**config.mk**
```make
export PLATFORM = sky130hd
export DESIGN_NAME = dmem_arbiter
export DESIGN_NICKNAME = d
export VERILOG_FILES = /design/src/rtl/dmem_arb_pkg.sv /design/src/rtl/dmem_arb_pick.sv /design/src/rtl/dmem_arbiter.sv
export SDC_FILE = /design/constraint.sdc
export NUM_CORES = 1
export LEC_CHECK = 0
export ABC_AREA = 1
export BUFFER_PORTS_ARGS = -buffer_cell sky130_fd_sc_hd__buf_2
export CORE_MARGIN = 4
export CORE_UTILIZATION = 47
export CTS_BUF_LIST = sky130_fd_sc_hd__clkbuf_8 sky130_fd_sc_hd__clkbuf_16
export DETAILED_ROUTE_END_ITERATION = 6
export MAX_ROUTING_LAYER = met4
export PLACE_DENSITY = 0.81
export SETUP_SLACK_MARGIN = 0.4
export SLEW_MARGIN = 20
export SYNTH_ARGS = -nofsm -noshare
export SYNTH_HDL_FRONTEND = slang
export SYNTH_SLANG_ARGS = --single-unit
export TNS_END_PERCENT = 1
```
**constraint.sdc**
```tcl
create_clock -name clk -period 1.75 [get_ports clk]
set_input_delay 0.4375 -clock clk [delete_from_list [all_inputs] [get_ports clk]]
set_output_delay 0.4375 -clock clk [all_outputs]
set_load 0.01 [all_outputs]
```
**src/rtl/dmem_arb_pkg.sv**
```systemverilog
// Shared types and constants for the two-port data-memory arbiter.
package dmem_arb_pkg;

    typedef enum logic [1:0] {
        IDLE   = 2'd0,
        ACCESS = 2'd1,
        RESP   = 2'd2
    } state_t;

    localparam logic PORT_CPU = 1'b0;
    localparam logic PORT_DBG = 1'b1;

    localparam int STARVE_CNT_W = 4;

endpackage

```
**src/rtl/dmem_arb_pick.sv**
```systemverilog
// Combinational grant selection: port 0 wins ties unless port 1 has waited
// through STARVE_LIMIT consecutive port-0 grants.
module dmem_arb_pick
    import dmem_arb_pkg::*;
#(
    parameter int STARVE_LIMIT = 4
) (
    input  logic                    req0_valid,
    input  logic                    req1_valid,
    input  logic [STARVE_CNT_W-1:0] starve_cnt,
    output logic                    gnt0,
    output logic                    gnt1,
    output logic                    any_gnt
);

    localparam logic [STARVE_CNT_W-1:0] LIMIT = STARVE_CNT_W'(STARVE_LIMIT);

    logic forceDbg;

    // Port 1 wins when alone or when the starve counter has hit the limit.
    always_comb begin
        forceDbg = (starve_cnt == LIMIT);
        gnt1     = req1_valid & (~req0_valid | forceDbg);
        gnt0     = req0_valid & ~gnt1;
        any_gnt  = gnt0 | gnt1;
    end

endmodule

```
**src/rtl/dmem_arbiter.sv**
```systemverilog
// Shares the single-port data memory between the CPU (port 0) and the
// debug/DMA loader (port 1). Every transaction is IDLE -> ACCESS -> RESP.
module dmem_arbiter
    import dmem_arb_pkg::*;
#(
    parameter int ADDR_W       = 5,
    parameter int DATA_W       = 32,
    parameter int STARVE_LIMIT = 4
) (
    input  logic              clk,
    input  logic              rst,
    input  logic              req0_valid,
    output logic              req0_ready,
    input  logic              req0_we,
    input  logic [ADDR_W-1:0] req0_addr,
    input  logic [DATA_W-1:0] req0_wdata,
    output logic              rsp0_valid,
    output logic [DATA_W-1:0] rsp0_rdata,
    input  logic              req1_valid,
    output logic              req1_ready,
    input  logic              req1_we,
    input  logic [ADDR_W-1:0] req1_addr,
    input  logic [DATA_W-1:0] req1_wdata,
    output logic              rsp1_valid,
    output logic [DATA_W-1:0] rsp1_rdata,
    output logic [ADDR_W-1:0] mem_addr,
    output logic [DATA_W-1:0] mem_wdata,
    output logic              mem_r,
    output logic              mem_w,
    input  logic [DATA_W-1:0] mem_rdata
);

    localparam logic [STARVE_CNT_W-1:0] LIMIT = STARVE_CNT_W'(STARVE_LIMIT);

    state_t                  state, nextState;
    logic                    owner;
    logic                    latWe;
    logic [ADDR_W-1:0]       latAddr;
    logic [DATA_W-1:0]       latWdata;
    logic [DATA_W-1:0]       rspData;
    logic [STARVE_CNT_W-1:0] starveCnt;
    logic                    gnt0, gnt1, anyGnt;
    logic                    handshake;

    dmem_arb_pick #(.STARVE_LIMIT(STARVE_LIMIT)) uPick (
        .req0_valid (req0_valid),
        .req1_valid (req1_valid),
        .starve_cnt (starveCnt),
        .gnt0       (gnt0),
        .gnt1       (gnt1),
        .any_gnt    (anyGnt)
    );

    // Ready is only ever raised for the granted port, so any grant in IDLE is a handshake.
    assign handshake = (state == IDLE) & anyGnt;

    // State register; async reset abandons any in-flight access.
    always_ff @(posedge clk or negedge rst) begin
        if (!rst) state <= IDLE;
        else      state <= nextState;
    end

    // Next state and all outputs, decoded from the current state.
    always_comb begin
        nextState  = state;
        req0_ready = 1'b0;
        req1_ready = 1'b0;
        rsp0_valid = 1'b0;
        rsp1_valid = 1'b0;
        rsp0_rdata = '0;
        rsp1_rdata = '0;
        mem_addr   = '0;
        mem_wdata  = '0;
        mem_r      = 1'b0;
        mem_w      = 1'b0;
        case (state)
            IDLE: begin
                req0_ready = gnt0;
                req1_ready = gnt1;
                if (anyGnt) nextState = ACCESS;
            end
            ACCESS: begin
                mem_addr  = latAddr;
                mem_w     = latWe;
                mem_r     = ~latWe;
                mem_wdata = latWe ? latWdata : '0;
                nextState = RESP;
            end
            RESP: begin
                if (owner == PORT_CPU) begin
                    rsp0_valid = 1'b1;
                    rsp0_rdata = rspData;
                end else begin
                    rsp1_valid = 1'b1;
                    rsp1_rdata = rspData;
                end
                nextState = IDLE;
            end
            default: nextState = IDLE;
        endcase
    end

    // Capture the winning request on handshake.
    always_ff @(posedge clk or negedge rst) begin
        if (!rst) begin
            owner    <= PORT_CPU;
            latWe    <= 1'b0;
            latAddr  <= '0;
            latWdata <= '0;
        end else if (handshake) begin
            owner    <= gnt1 ? PORT_DBG : PORT_CPU;
            latWe    <= gnt1 ? req1_we    : req0_we;
            latAddr  <= gnt1 ? req1_addr  : req0_addr;
            latWdata <= gnt1 ? req1_wdata : req0_wdata;
        end
    end

    // Sample the combinational memory read at the end of ACCESS; writes respond with zero.
    always_ff @(posedge clk or negedge rst) begin
        if (!rst)                 rspData <= '0;
        else if (state == ACCESS) rspData <= latWe ? '0 : mem_rdata;
    end

    // Count port-0 wins over a waiting port 1; any other grant resets the count.
    always_ff @(posedge clk or negedge rst) begin
        if (!rst) begin
            starveCnt <= '0;
        end else if (handshake) begin
            if (gnt0 && req1_valid)
                starveCnt <= (starveCnt == LIMIT) ? starveCnt : starveCnt + 1'b1;
            else
                starveCnt <= '0;
        end
    end

endmodule

```
# After elaboration in Yosys (flattened, before gate mapping)
# Index checks and enable logic that the tools add are counted.
# word_totals
register_bits	77
latch_bits	0
ram_bits	0
rom_bits	0
elab_cells	48
memories	0
# op_classes
n_addsub	1
n_mul	0
n_div	0
n_lt_le_gt_ge	0
eq_ne	5
n_shift	0
n_mux	24
bitwise_logic	8
n_reduce_logical	3
# op_table
operator	count
2-to-1 mux 32 bit	8
2-to-1 mux 1 bit	10
2-to-1 mux 5 bit	2
2-to-1 mux 4 bit	2
adder 4 x 1 -> 4 bit (second input constant)	1
equality test 4 x 3 -> 1 bit (second input constant)	1
inequality test 2 bit (second input constant)	2
case mux 2 bit (2 select lines)	1
AND 1 bit	3
inverter 1 bit	3
equality test 2 x 1 -> 1 bit (second input constant)	1
equality test 2 bit (second input constant)	1
zero test 2 bit	1
2-to-1 mux 2 bit	1
bitwise OR 1 bit	2
AND reduction 2 bit	1
logical AND 1 bit	1

# Longest topological paths before layout
# Gate-level depths: netlist of run 1.
# logic_depth
word_depth	8
depth_mapped	9
depth_no_buf	8

# Modules after synthesis
# From an unflattened synthesis of run 1, not the netlist that was laid out.
# unflattened
cells_unflattened	568
hier_area_um2	4139.0
# modules_own_cells
mod	n_inst	cells_each	area_per_inst_um2	seq_area_each_um2
dmem_arbiter	1	553	4076.4	1926.8
dmem_arb_pick	1	15	62.6	0.0

# Worst setup path before layout of run 1
# Ideal clock, no wire load.
# synth_path
path_type	register to output
start	register starveCnt[0]
end	output port req0_ready
t_arrival_ns	1.256
t_required_ns	1.312
path_slack_ns	0.056
stages_incl_launch_ff	9
path_cell_list	dfrtp_1 -> inv_1 -> ha_1 -> nand3_1 -> nand2_1 -> nand2_1 -> buf_2 -> nand2_1 -> nor2_1
# synth_via
elab_chain_cells	6
# synth_lines
item	line_no	rtl
start, declared	dmem_arbiter.sv:41	logic [STARVE_CNT_W-1:0] starveCnt;
start signal, assigned	dmem_arbiter.sv:130	starveCnt <= (starveCnt == LIMIT) ? starveCnt : starveCnt + 1'b1;
equality test 4 x 3 -> 1 bit	dmem_arb_pick.sv:22	forceDbg = (starve_cnt == LIMIT);
bitwise OR 1 bit	dmem_arb_pick.sv:23	gnt1 = req1_valid & (~req0_valid | forceDbg);
AND 1 bit	dmem_arb_pick.sv:23	
inverter 1 bit	dmem_arb_pick.sv:24	gnt0 = req0_valid & ~gnt1;
AND 1 bit	dmem_arb_pick.sv:24	
2-to-1 mux 1 bit	dmem_arbiter.sv:76	case (state)
end, declared	dmem_arbiter.sv:13	output logic req0_ready,
# No other way between the ends.

# Final worst setup path of run 1
# layout_path
start	register state[0]
end	output port rsp1_rdata[7]
# layout_via
elab_chain_cells	2
# layout_lines
item	line_no	rtl
start, declared	dmem_arbiter.sv:35	state_t state, nextState;
start signal, assigned	dmem_arbiter.sv:60	else state <= nextState;
equality test 2 bit	dmem_arbiter.sv:76	
2-to-1 mux 32 bit	dmem_arbiter.sv:76	
end, declared	dmem_arbiter.sv:25	output logic [DATA_W-1:0] rsp1_rdata,
# No other way between the ends.

==> flow_summary.toml, run 1 <==
[synthesis]
synth_edf_count = 0
syn_inst = 672
synth_cell_types = 16
yosysWarnings = 0
ys_seq_elements = 77
synthArstFlopShare = 1.000
avgSynthCellArea_um2 = 6.593
synthesis.area_um2 = 4430
syn_nets = 786
ys_seq_area_frac = 0.4349
synthFlopType = "dfrtp_1"

[global_route]
grt_pass1_wl_um = 20240
grtUsageTotal = 0.2323
antenna_found_initial = 0
first_global_vias = 4329
grt_max_degree = 41
gr-total-overflow = 0

[die]
core.rowCount = 35
io-pin-count = 219
die-area_um2 = 11040
initial_core_util = 0.4818
coreArea_um2 = 9196
die_h_um = 105.1
die_w_um = 105.1

[sta]
fin_skew_ps = 15.98
worst_slew_pin_slew_ps = 404.1
min_period_ps = 1938
timing.slew.headroom = 0.7306
whs_ps = 293.5
rsz0062_at_grt = "yes"
hold_viol = 0
setup_tns_ps = -13980
drv_slew = 0
timing.fmax_mhz = 516.1
timing.final.ws_setup_ps = -187.8
finalSetupViolCount = 104
fin_crit_sh = 1.107

[routing]
drt_iter0_drc = 192
ant_nets = 0
drt_wl_total_um = 12610
route.detailed.wl_per_inst_um = 12.64
drt_first_pass_iters = 4
dr_total_vias = 4655
post-route-drc-count = 0
viasPerCell = 4.664

[clock_network]
clkSinkCount = 77
cts_root_buf = "clkbuf_8"
insertion_delay_ps = 340
cts_tree = "built"
cts_made_buffers = 9
cts.htree.levels = 3
cts.path.max_buffers = 2
clk_pin_slew_ps = 90

[setup_path]
end_kind = "output port"
cp.arrival_ps = 1500
crit_family = "buffers and inverters"
crit_buf_inv = 4
crit_cells = 7
cp_max_fo = 16
crit_type = "flip-flop to output port"
cpPeakStageDelay_ps = 410
required_ps = 1310
cp_slowest_cell = "dfrtp_1"
reg2regPathDepth = 8
path_cells = "nor2_4 > inv_2 > nor2_4 > inv_2 > buf_12 > nor2_2 > buf_2"
worstSetupStartpointType = "flip-flop"

[status]
status = "finished with violations"
violations = "negative setup slack"

[placed_design]
dp.cells = 979
dp_slack_ps = 87.76
placed_area_um2 = 5898
routabilityCongestion = 0.7787
hpwl_um = 9248
port_buffers = 218

[worst_hold_path]
worstHoldPathType = "primary input to flip-flop"
whs_path_depth = 3

[flow_run]
cap_violations = 0

[power]
p_leak_nw = 3.677
ir_drop_v = 0.0005719
p_per_area_nw_per_um2 = 1398
p_total_mw = 8.743

[layout]
final_cell_mix = "214 x buf_2, 189 x nand2_1, 121 x inv_1"
final_nets = 996
final_area_um2 = 6256
fin_cells = 998
area_growth_pct = 41.20
utilization = 0.6803
diodes = 0
drive_above_1_share = 0.4092
final_common_cell = "buf_2"
## worst min-delay path, cell delays in order
cell,delay [ps]
buf_2,70
nand2_1,40
o21ai_0,50
## timing repair
item	4_1_cts	5_1_grt
hold endpoints to repair	15	0
cloned	0	1
setup buffers	1	0
endpoints found under the setup margin	146	174
pin swaps	6	0
hold buffers	1	0
resized for setup	12	7
## metal layers
metal,up-vias,global-route usage,share of wire
met4,0,0.06935,0.014
met3,18,0.05312,0.077
met2,182,0.3841,0.49
met1,2060,0.2850,0.42
met5,-,-,0
li1,2395,-,-
## path summary, 6_finish.rpt
| check | from | to | slack [ps] |
|---|---|---|---|
| max | state[0]$_DFFE_PN0P_ | rsp1_rdata[7] | -190 |
| min | mem_rdata[8] | rspData[8]$_DFFE_PN0P_ | 290 |
| max reg2reg | starveCnt[0]$_DFFE_PN0P_ | latWe$_DFFE_PN0P_ | 160 |
| min reg2reg | latAddr[0]$_DFFE_PN0P_ | latAddr[0]$_DFFE_PN0P_ | 480 |
| max in group asynchronous | rst | rspData[24]$_DFFE_PN0P_ | 680 |
| min in group asynchronous | rst | latWdata[21]$_DFFE_PN0P_ | 550 |
## power by group
part           internal [mW]  switching [mW]
logic                   1.49            2.70
clock network          0.955           0.680
registers               2.56           0.355
total                   5.00            3.74
## cell usage after synthesis (2+ instances only)
library cell    n  share of area
clkbuf_1       11         0.0093
inv_1         125           0.11
buf_6           8          0.020
ha_1            2         0.0056
buf_4           4         0.0068
inv_2           5         0.0042
nand3_1        82          0.093
o21ai_0        30          0.034
o21ai_1         5         0.0056
dfrtp_1        77           0.43
nand2_1       193           0.16
buf_2          17          0.019
nor2_1        110          0.093
## area by class of cell
class,count,area (um^2)
flip-flops and latches,77,1927
multi-input cells,424,2066
well taps,111,138.9
fillers,847,2940
inverters,130,490.5
repair buffers,240,1389
clock buffers,9,123.9
clock inverters,7,121.4
## state kept, by name, indices dropped and copies added, names as in the netlist
signal,cells
latAddr,5
latWdata,32
latWe,1
owner,1
rspData,32
starveCnt,4
state,2
## cell families after synthesis
family,synth area share
AOI/OAI and AO/OA,0.03954
adders and majority gates,0.005647
buffers and inverters,0.1666
DFF,0.4349
and+or+nand+nor,0.3533
No activity file was read; power rests on OpenSTA's default activity.
==> run 2, diff against run 1 <==
--- a/config.mk
+++ b/config.mk
@@ -5,14 +5,13 @@
 export SDC_FILE = /design/constraint.sdc
 export NUM_CORES = 1
 export LEC_CHECK = 0
-export ABC_AREA = 1
 export BUFFER_PORTS_ARGS = -buffer_cell sky130_fd_sc_hd__buf_2
 export CORE_MARGIN = 4
-export CORE_UTILIZATION = 47
+export CORE_UTILIZATION = 45
 export CTS_BUF_LIST = sky130_fd_sc_hd__clkbuf_8 sky130_fd_sc_hd__clkbuf_16
 export DETAILED_ROUTE_END_ITERATION = 6
 export MAX_ROUTING_LAYER = met4
-export PLACE_DENSITY = 0.81
+export PLACE_DENSITY = 0.79
 export SETUP_SLACK_MARGIN = 0.4
 export SLEW_MARGIN = 20
 export SYNTH_ARGS = -nofsm -noshare
==> flow_summary.toml, run 2 <==
[status]
status = "finished with violations"
violations = "negative setup slack"

[placed_design]
routabilityCongestion = 0.8229
port_buffers = 218
hpwl_um = 8956
dp.cells = 808
dp_slack_ps = 54.13
placed_area_um2 = 5416

[routing]
post-route-drc-count = 0
drt_first_pass_iters = 5
dr_total_vias = 4379
route.detailed.wl_per_inst_um = 14.92
drt_iter0_drc = 159
drt_wl_total_um = 12500
viasPerCell = 5.226
ant_nets = 0

[synthesis]
synth_top_cell_by_area = "dfrtp_1"
synthesis.area_um2 = 4095
syn_inst = 498
synthArstFlopShare = 1.000
yosysMostFrequentCell = "nand2_1"
ys_seq_elements = 77
synthFlopType = "dfrtp_1"
netlist.area_leader.share = 0.4705
synth_cell_types = 30
synth_area_leaders = "dfrtp_1 47%, and2_1 11%, nand2_1 9.6%"
syn_nets = 612
avgSynthCellArea_um2 = 8.223
ys_seq_area_frac = 0.4705
yosys-top-cells-count = "105 x nand2_1, 77 x dfrtp_1, 76 x a21oi_1, 70 x and2_1, 39 x nor2_1"
yosysWarnings = 0
synth_edf_count = 0

[sta]
timing.final.ws_setup_ps = -312.7
setup_tns_ps = -21470
timing.slew.headroom = 0.6756
fin_crit_sh = 1.179
hold_viol = 0
worst_slew_pin_slew_ps = 486.7
min_period_ps = 2063
fin_skew_ps = 9.584
drv_slew = 0
rsz0062_at_grt = "yes"
finalSetupViolCount = 126
timing.fmax_mhz = 484.8

[clock_network]
cts_made_buffers = 9
cts.htree.levels = 3
cts_root_buf = "clkbuf_8"
insertion_delay_ps = 340
cts.path.max_buffers = 2
clk_pin_slew_ps = 80
postCtsHoldBufs = 0
cts_tree = "built"
clkSinkCount = 77

[die]
coreArea_um2 = 8806
io-pin-count = 219
core.rowCount = 34
initial_core_util = 0.4650
die-area_um2 = 10690
die_w_um = 103.4
die_h_um = 103.4

[layout]
area_growth_pct = 43.35
top_regs = "latWdata: 32 flops, rspData: 32 flops, latAddr: 5 flops"
drive_above_1_share = 0.4096
final_area_um2 = 5871
fin_cells = 838
final_common_cell = "buf_2"
final_cell_mix = "213 x buf_2, 105 x nand2_1, 76 x dfrtp_1"
diodes = 0
final_nets = 839

[global_route]
first_global_vias = 4098
grt_max_degree = 43
grtUsageTotal = 0.2382
gr-total-overflow = 0
antenna_found_initial = 0
grt_pass1_wl_um = 19490

[setup_path]
cp_slowest_cell = "dfrtp_1"
cpPeakStageDelay_ps = 400
reg2reg_slack_ps = -130
crit_family = "flip-flops"
crit_type = "flip-flop to output port"
required_ps = 1310
cp_max_fo = 4
path_cells = "inv_2 > ha_1 > nand3b_1 > a21bo_4 > nor3_4 > buf_6"
crit_buf_inv = 2
end_kind = "output port"
worstSetupStartpointType = "flip-flop"
cp.arrival_ps = 1630

[flow_run]
cap_violations = 0

[power]
p_leak_nw = 3.375
p_per_area_nw_per_um2 = 1469
p_total_mw = 8.623
ir_drop_v = 0.0008584

[worst_hold_path]
worstHoldPathType = "primary input to asynchronous set/reset pin"
==> run 2: cell count changes after synthesis, moves of 5 or more <==
cell	delta
inv_1	-123
nand2_1	-88
nand3_1	-79
a21oi_1	+76
nor2_1	-71
and2_1	+70
and3_1	+33
nand3b_1	+33
o21ai_0	-29
clkbuf_1	+16
buf_2	-8
buf_6	-8
o21ai_1	-5
==> run 2: worst register-to-register path, stage by stage, from the launching register on <==
cell and delay (ps):
dfrtp_1 370, inv_1 50, ha_1 200, nand3b_1 140
buf_4 130, buf_4 110, nand3_1 90, buf_4 170
nor4b_1 400, a21o_1 150
==> run 2: final timing paths <==
kind / startpoint / end / cells after the start
setup / recovery: starveCnt[1]$_DFFE_PN0P_ / req1_ready / 6
hold / removal: rst / rspData[14]$_DFFE_PN0P_ / 1
setup reg to reg: starveCnt[0]$_DFFE_PN0P_ / starveCnt[2]$_DFFE_PN0P_ / 9
hold reg to reg: rspData[20]$_DFFE_PN0P_ / rspData[20]$_DFFE_PN0P_ / 2
max in group asynchronous: rst / state[0]$_DFFE_PN0P_ / 2
min in group clk: mem_rdata[20] / rspData[20]$_DFFE_PN0P_ / 3
==> run 2: per-layer routing <==
layer  global-route usage  up-vias  part of all wire
met3              0.04695       24             0.097
met1               0.3047     2040              0.39
li1                     -     2084                 -
met4              0.06574        0             0.016
met2               0.3868      231              0.49
met5                    -        -                 0
==> run 2: cell families (layout without fill, tap and decap cells) <==
family,count (synthesis),count (layout),synth area share
simple gates,291,291,0.3697
flops,77,77,0.4705
buf+inv,44,276,0.04583
compound gates,84,84,0.1079
fa+ha+maj,2,2,0.006110
==> run 2: timing repair <==
action	4_1_cts	5_1_grt
endpoints found under the setup margin	174	174
buffers inserted	13	1
resized for setup	24	17
pin swaps	21	17
==> run 2: area by class of cell <==
cell class                      count  area (um^2)
Multi-Input combinational cell    377         2093
Tap cell                          108        135.1
Fill cell                         702         2935
Clock buffer                       11        151.4
Inverter                            4        17.52
Sequential cell                    77         1928
Clock inverter                      5        26.28
Timing Repair Buffer              256         1519
==> run 2: power breakdown <==
part           internal, mW  switching, mW  total [mW]
clock                 0.581          0.636        1.22
sequential             2.52          0.456        2.97
combinational          2.01           2.42        4.43
==> run 2: per-stage QoR <==
stage,util,hold slack [ps]
finish,0.6667,52.37
global route,0.6667,74.54
CTS,0.6579,48.57
detailed placement,0.6151,431.0
global placement,0.6151,431.4
floorplan,-,141.9
